$ cat src/rtl/seg_scan_ctrl.sv
// seg_scan_ctrl: time-multiplexed scan controller for an N-digit common-anode 7-segment display.
// Latency: an/digit/dp are registered, one cycle after the idx/active-image update.
// Backpressure: none; wr_en is always accepted, the latest write wins, and busy shows a pending image.
//
// Ports:
//   clk, reset            - system clock, synchronous active-high reset
//   wr_en                 - one-cycle load strobe for the pending image
//   wr_data/mask/alt/dp   - image: nibble per digit, enable, special-glyph select, decimal point
//   busy                  - pending image not yet committed to the active image
//   an                    - active-low anode strobes (one-hot-low or all-high)
//   digit                 - 5-bit glyph code to the decoder (0x10 = special glyph)
//   dp                    - active-low decimal point
//
// Optional build macro SEG_SCAN_LZB_EN enables leading-zero blanking.
module seg_scan_ctrl #(
  parameter int N_DIGITS = 8,
  parameter int PRESCALE = 100000
) (
  input  logic                  clk,
  input  logic                  reset,
  input  logic                  wr_en,
  input  logic [4*N_DIGITS-1:0] wr_data,
  input  logic [N_DIGITS-1:0]   wr_mask,
  input  logic [N_DIGITS-1:0]   wr_alt,
  input  logic [N_DIGITS-1:0]   wr_dp,
  output logic                  busy,
  output logic [N_DIGITS-1:0]   an,
  output logic [4:0]            digit,
  output logic                  dp
);

  localparam int PW = (PRESCALE > 1) ? $clog2(PRESCALE) : 1;
  localparam int IW = (N_DIGITS > 1) ? $clog2(N_DIGITS) : 1;
  localparam logic [PW-1:0] PCNT_LAST = PW'(PRESCALE - 1);
  localparam logic [IW-1:0] IDX_LAST  = IW'(N_DIGITS - 1);

  logic [PW-1:0]         pcnt;
  logic [IW-1:0]         idx;
  logic                  tick;
  logic                  frame_end;

  logic [4*N_DIGITS-1:0] pend_data, act_data;
  logic [N_DIGITS-1:0]   pend_mask, act_mask;
  logic [N_DIGITS-1:0]   pend_alt,  act_alt;
  logic [N_DIGITS-1:0]   pend_dp,   act_dp;

  logic [3:0]            sel_nib;
  logic                  sel_mask;
  logic                  sel_alt;
  logic                  sel_dp;
  logic [N_DIGITS-1:0]   sel_oh;
  logic                  blank;
  logic                  show;

  assign tick      = (pcnt == PCNT_LAST);
  assign frame_end = tick && (idx == IDX_LAST);

  // Prescaler and scan index. With PRESCALE=1 pcnt stays 0 and tick is
  // constant; with N_DIGITS=1 idx stays 0 and frame_end equals tick.
  always_ff @(posedge clk) begin
    if (reset) begin
      pcnt <= '0;
      idx  <= '0;
    end else begin
      pcnt <= tick ? '0 : pcnt + PW'(1);
      if (tick) begin
        idx <= (idx == IDX_LAST) ? '0 : idx + IW'(1);
      end
    end
  end

  // Double buffer. Commit only at frame_end so one frame never mixes two
  // images. A write landing on the commit edge goes to pending while the old
  // pending moves to active, so busy stays set for one more frame.
  always_ff @(posedge clk) begin
    if (reset) begin
      pend_data <= '0;
      pend_mask <= '0;
      pend_alt  <= '0;
      pend_dp   <= '0;
      act_data  <= '0;
      act_mask  <= '0;
      act_alt   <= '0;
      act_dp    <= '0;
      busy      <= 1'b0;
    end else begin
      if (frame_end && busy) begin
        act_data <= pend_data;
        act_mask <= pend_mask;
        act_alt  <= pend_alt;
        act_dp   <= pend_dp;
      end
      if (wr_en) begin
        pend_data <= wr_data;
        pend_mask <= wr_mask;
        pend_alt  <= wr_alt;
        pend_dp   <= wr_dp;
        busy      <= 1'b1;
      end else if (frame_end && busy) begin
        busy <= 1'b0;
      end
    end
  end

  // Select the active-image fields for the current scan slot.
  always_comb begin
    sel_nib  = 4'h0;
    sel_mask = 1'b0;
    sel_alt  = 1'b0;
    sel_dp   = 1'b0;
    sel_oh   = '0;
    for (int i = 0; i < N_DIGITS; i++) begin
      if (idx == IW'(i)) begin
        sel_nib   = act_data[4*i +: 4];
        sel_mask  = act_mask[i];
        sel_alt   = act_alt[i];
        sel_dp    = act_dp[i];
        sel_oh[i] = 1'b1;
      end
    end
  end

`ifdef SEG_SCAN_LZB_EN
  // Highest digit carrying a non-zero nibble or a special glyph; digits above
  // it are blanked. Digit 0 can never exceed lead, so "0" still shows.
  logic [IW-1:0] lead;

  always_comb begin
    lead = '0;
    for (int i = 1; i < N_DIGITS; i++) begin
      if ((act_data[4*i +: 4] != 4'h0) || act_alt[i]) begin
        lead = IW'(i);
      end
    end
  end

  assign blank = (idx > lead);
`else
  assign blank = 1'b0;
`endif

  // Masked or blanked digits keep their slot but strobe nothing.
  assign show = sel_mask & ~blank;

  always_ff @(posedge clk) begin
    if (reset) begin
      an    <= '1;
      digit <= 5'h00;
      dp    <= 1'b1;
    end else begin
      an    <= ~(sel_oh & {N_DIGITS{show}});
      digit <= sel_alt ? 5'h10 : {1'b0, sel_nib};
      dp    <= ~(sel_dp & show);
    end
  end

endmodule

$ cat config.mk
export PLATFORM = sky130hd
export DESIGN_NAME = seg_scan_ctrl
export DESIGN_NICKNAME = d
export VERILOG_FILES = /design/src/rtl/seg_scan_ctrl.sv
export SDC_FILE = /design/constraint.sdc
export NUM_CORES = 1
export LEC_CHECK = 0
export ABC_AREA = 1
export BUFFER_PORTS_ARGS = -buffer_cell sky130_fd_sc_hd__buf_2
export CORE_AREA = 5 5 108 120
export CTS_BUF_LIST = sky130_fd_sc_hd__clkbuf_2
export DETAILED_ROUTE_END_ITERATION = 7
export DIE_AREA = 0 0 113 125
export HOLD_SLACK_MARGIN = 0.03
export MAX_ROUTING_LAYER = met4
export PLACE_DENSITY = 0.85
export REMOVE_ABC_BUFFERS = 1
export SLEW_MARGIN = 15
export SYNTH_ARGS = -nofsm -noshare
export SYNTH_HDL_FRONTEND = slang
export SYNTH_SLANG_ARGS = --single-unit
$ cat constraint.sdc
create_clock -name clk -period 2.11 [get_ports clk]
set_clock_uncertainty 0.2 [all_clocks]
set_input_delay 0.1055 -clock clk [delete_from_list [all_inputs] [get_ports clk]]
set_output_delay 0.1055 -clock clk [all_outputs]
set_load 0.02 [all_outputs]
* Yosys cells after proc, flatten, opt, wreduce, memory -nomap -nowiden
Index checks and enable logic that the tools add are counted.
Storage, ports and cells: bits in registers 147, input port bits 59, output and inout bits 15
Cells by class: $add $sub $neg 2, equal/unequal tests 8, muxes and demuxes 44, bitwise operators 4, reduce and logical (&&, ||, !) cells 6
Operators with widths (number):
- 2-to-1 mux 1 bit | 34
- 2-to-1 mux 4 bit | 8
- adder 17 x 1 -> 17 bit (second input constant) | 1
- equality test 17 bit (second input constant) | 1
- equality test 3 bit (second input constant) | 4
- AND 8 bit | 1
- inverter 8 bit | 1
- equality test 3 x 2 -> 1 bit (second input constant) | 2
- 2-to-1 mux 5 bit | 1
- OR reduction 2 bit | 2
- adder 3 x 1 -> 3 bit (second input constant) | 1
- equality test 3 x 1 -> 1 bit (second input constant) | 1
- zero test 3 bit | 1
- 2-to-1 mux 3 bit | 1
- logical AND 1 bit | 2
- nonzero test 2 bit | 1
- AND 1 bit | 1
- inverter 1 bit | 1

* Depth between registers and ports, before layout
depth in word-level cells 11, gate-level depth with buffers 14

* Worst setup path before layout
Ideal clock, no wire load.
kind reg-to-reg, from register idx[2], to register dp, library setup time 0.130 ns, arrival time 1.636 ns, data required time 1.780 ns, path slack 0.145 ns, cell stages (with the launch flop) 14, buffers on the path 1, path through dfxtp_1 > buf_2 > clkinv_1 > ha_1 > clkinv_1 > o21ai_0 > inv_1 > nand2_1 > nand2_1 > nand2_1 > nand2_1 > nand2_1 > nand2_1 > nand3_1
On the way: cells in the longest elaborated chain, start to end 11, elaborated cells on any way between the ends 26, classes of those cells eq/ne: 7; mux: 16; bitwise: 2; reduce/logical: 1
Ends and longest elaborated chain:
- from (decl) | line 38 | logic [IW-1:0] idx;
- from (signal assigned) | line 67 | idx <= (idx == IDX_LAST) ? '0 : idx + IW'(1);
- zero test 3 bit | line 113 | if (idx == IW'(i)) begin
- 2-to-1 mux 1 bit (8 in a row) | line 113
- AND 1 bit * | line 153 | dp <= ~(sel_dp & show);
- inverter 1 bit * | line 153
- to (signal assigned) | line 153
- to (decl) | line 29 | output logic dp
Mark *: on every way between the ends. The rest lies on a longest branch, timed or not. A chain may end at the register's enable or synchronous reset.

* Worst setup path after layout
from register pcnt[0], to register act_data[6]
On the way: cells in the longest elaborated chain, start to end 3
Ends and longest elaborated chain:
- from (decl) | line 37 | logic [PW-1:0] pcnt;
- from (signal assigned) | line 65 | pcnt <= tick ? '0 : pcnt + PW'(1);
- equality test 17 bit | line 55 | assign tick = (pcnt == PCNT_LAST);
- logical AND 1 bit | line 56 | assign frame_end = tick && (idx == IDX_LAST);
- logical AND 1 bit | line 87 | if (frame_end && busy) begin
- to (signal assigned) | line 88 | act_data <= pend_data;
- to (decl) | line 42 | logic [4*N_DIGITS-1:0] pend_data, act_data;
No other way between the ends.

==> results_dict.tcl <==
set metrics [dict create \
    busiest_layer "met2" \
    yosysTopAreaCell "dfxtp_1" \
    antenna_found_initial 3 \
    utilization_pct 77.9 \
    clkPwrFrac_pct 31.6 \
    groute.usage.overall_pct 30.6 \
    coreArea_um2 11700 \
    die_x_um 113 \
    startpoint_type "flop" \
    setup_slack_ns -0.331 \
    grt.met3_usage_pct 6.86 \
    gp_congestion 0.868 \
    synthesis.instances 899 \
    ios 74 \
    clock_latency_ns 0.80 \
    grt_pass1_wl_mm 34.0 \
    hold_slack_ns -0.0397 \
    setup_tns_ns -2.62 \
    ys_ff_latch 147 \
    syn2layout_area_growth_pct 49.0 \
    slew_viol_final 0 \
    worstSetupEndpointType "flop" \
    path_max_fanout 13 \
    fillers 631 \
    cts-root-to-sink-buffers 2 \
    cts-root-buf "clkbuf_2" \
    cts_buffers 17 \
    synthFlopType "dfxtp_1" \
    p_leak_nw 4.44 \
    outcome "complete, but fails checks" \
    setup_viol 28 \
    final-hold-violation-count 3 \
    dp.cells 1106 \
    power_frac_comb_pct 11.3 \
    grt_setup_unrepaired "yes" \
    ant_nets 0 \
    finalCritPeriodShare_pct 116 \
    synth-async-reset-ratio_pct 0 \
    maxCapViolations 0 \
    yosysMostFrequentCell "nor2_1" \
    period_needed_ns 2.44 \
    grt_max_degree 73 \
    clock_sinks 147 \
    max_freq_mhz 410 \
    synth-edff-count 0 \
    placed_area_um2 6700 \
    cts_tree "done" \
    reg_top3 "act_data x32, pend_data x32, pcnt x17" \
    power_density_nw_per_um2 560 \
    drive_above_1_share_pct 17.4 \
    dieArea_um2 14100 \
    yosys-top-cells-count "253 x nor2_1, 198 x nand2_1, 147 x dfxtp_1, 89 x inv_1, 76 x o21ai_0" \
    syn_area_um2 6130 \
    drcViolationCount 16 \
    die_y_um 125 \
    final_area_um2 9130 \
    ff_latch_area_um2 2950 \
    synth_warnings 0 \
    start_util_pct 52.3 \
    wl_mm 25.2 \
    rows 42 \
    worstMarginPinSlew_ns 0.522 \
    met2_usage_pct 51.4 \
    final_cells 1330 \
    p_int_mw 3.73 \
    place_hpwl_mm 9.27 \
    slew_headroom_pct 65.2 \
    grt_pass1_vias 7200 \
    viasPerCell 5.72 \
    drt-initial-drc-count 1223 \
    met1_usage_pct 31.7 \
    placement.io_buffers 73 \
    clk_pin_slew_worst_paths_ns 0.21 \
    p_sw_share_pct 27.0 \
    num_vias 7608 \
    synth.distinct_cells 29 \
    fin_total_pwr_mw 5.11 \
    wl_per_cell_um 19.0 \
    switchingPower_mw 1.38 \
    violations "design-rule violations, negative hold slack, negative setup slack" \
    synth.top_cell.area_share_pct 48.0 \
    syn-mean-instance-area_um2 6.82 \
    fin_nets 1227 \
    synth_seq_area_share_pct 48.0 \
    hold_path.class "in2reg" \
    seqPwrFrac_pct 57.2 \
    multi_input_area_um2 2840 \
    crit_type "reg2reg" \
    post-place-ws_ns 0.0565 \
    firstDrtPassIters 8 \
    crit_required_ns 2.55 \
    cp.arrival_ns 2.88 \
    overflow 0 \
    cts_max_level 4 \
    ir_drop_mv 0.482 \
    ys_top_cells_by_area "dfxtp_1 48%, nor2_1 15%, nand2_1 12%, o21ai_0 6.2%, inv_1 5.5%" \
]
cell families (layout without fill, tap and decap cells):
| logic type | Yosys count | count (layout) | synth area share (%) |
|---|---|---|---|
| other | 0 | 3 | 0 |
| AND/OR/NAND/NOR | 499 | 499 | 32.1 |
| XOR/XNOR | 5 | 5 | 0.715 |
| AO/OA/AOI/OAI | 103 | 103 | 8.53 |
| adder cells (fa/ha/maj) | 7 | 7 | 1.43 |
| flip-flops | 147 | 147 | 48.0 |
| buffers and inverters | 138 | 412 | 9.16 |
power by group through the flow:
stage | logic, mW | registers (mW) | clock network, mW
after floorplan | 0.125 | 2.95 | 0
after global placement | 0.235 | 2.96 | 0
after detailed placement | 0.243 | 2.96 | 0
after CTS | 0.552 | 2.91 | 1.51
after global routing | 0.623 | 2.93 | 1.68
final | 0.576 | 2.92 | 1.61
worst paths after layout:
check	from	to	slack, ns	cells after the start
min	wr_en	pend_data[23]	-0.04	4
max	pcnt[0]	act_data[6]	-0.33	12
min reg2reg	pend_data[16]	act_data[16]	0.30	2
max reg2reg	pcnt[0]	act_data[6]	-0.33	12
cell usage in the layout (no fill, tap or decap), drive strengths merged, types with 3 or more instances in the layout:
cell type,instances
a21oi,23
buf,105
clkbuf,25
clkinv,7
clkinvlp,4
dfxtp,147
diode,3
dlygate4sd3,173
ha,7
inv,94
nand2,199
nand3,28
nand4,6
nor2,254
nor3,7
o21ai,76
xor2,3
critical path: stages (launching register included):
cell       delay [ns]
dfxtp_2          0.41
ha_4             0.14
nand2_1          0.05
inv_2            0.07
nand2_2          0.08
nor2_4           0.21
nand3_4          0.13
inv_4            0.10
nand3_4          0.08
buf_12           0.17
clkbuf_16        0.17
nor2_1           0.38
nor2_1           0.12
layer usage:
metal / wire (µm) / part of all wire, % / vias up
li1: - / - / 3272
met1: 8370 / 33 / 3349
met2: 11600 / 46 / 713
met3: 2730 / 11 / 274
met4: 2490 / 9.9 / 0
met5: 0 / 0 / -
cell type report:
cell class	count	share of cell area [%]
clock buffers	20	1.10
repair buffers	285	28.1
multi-input cells	614	31.0
clock inverters	11	1.25
inverters	96	3.97
flip-flops and latches	147	32.3
diodes	3	0.0822
well taps	154	2.11
what timing repair did:
action | CTS | global route
gates resized for setup | 0 | 78
hold buffers | 206 | 1
hold endpoints to repair | 147 | 2
setup buffers | 0 | 9
setup endpoints to repair | 0 | 106
Note: power is estimated with default switching activity, not from simulation.
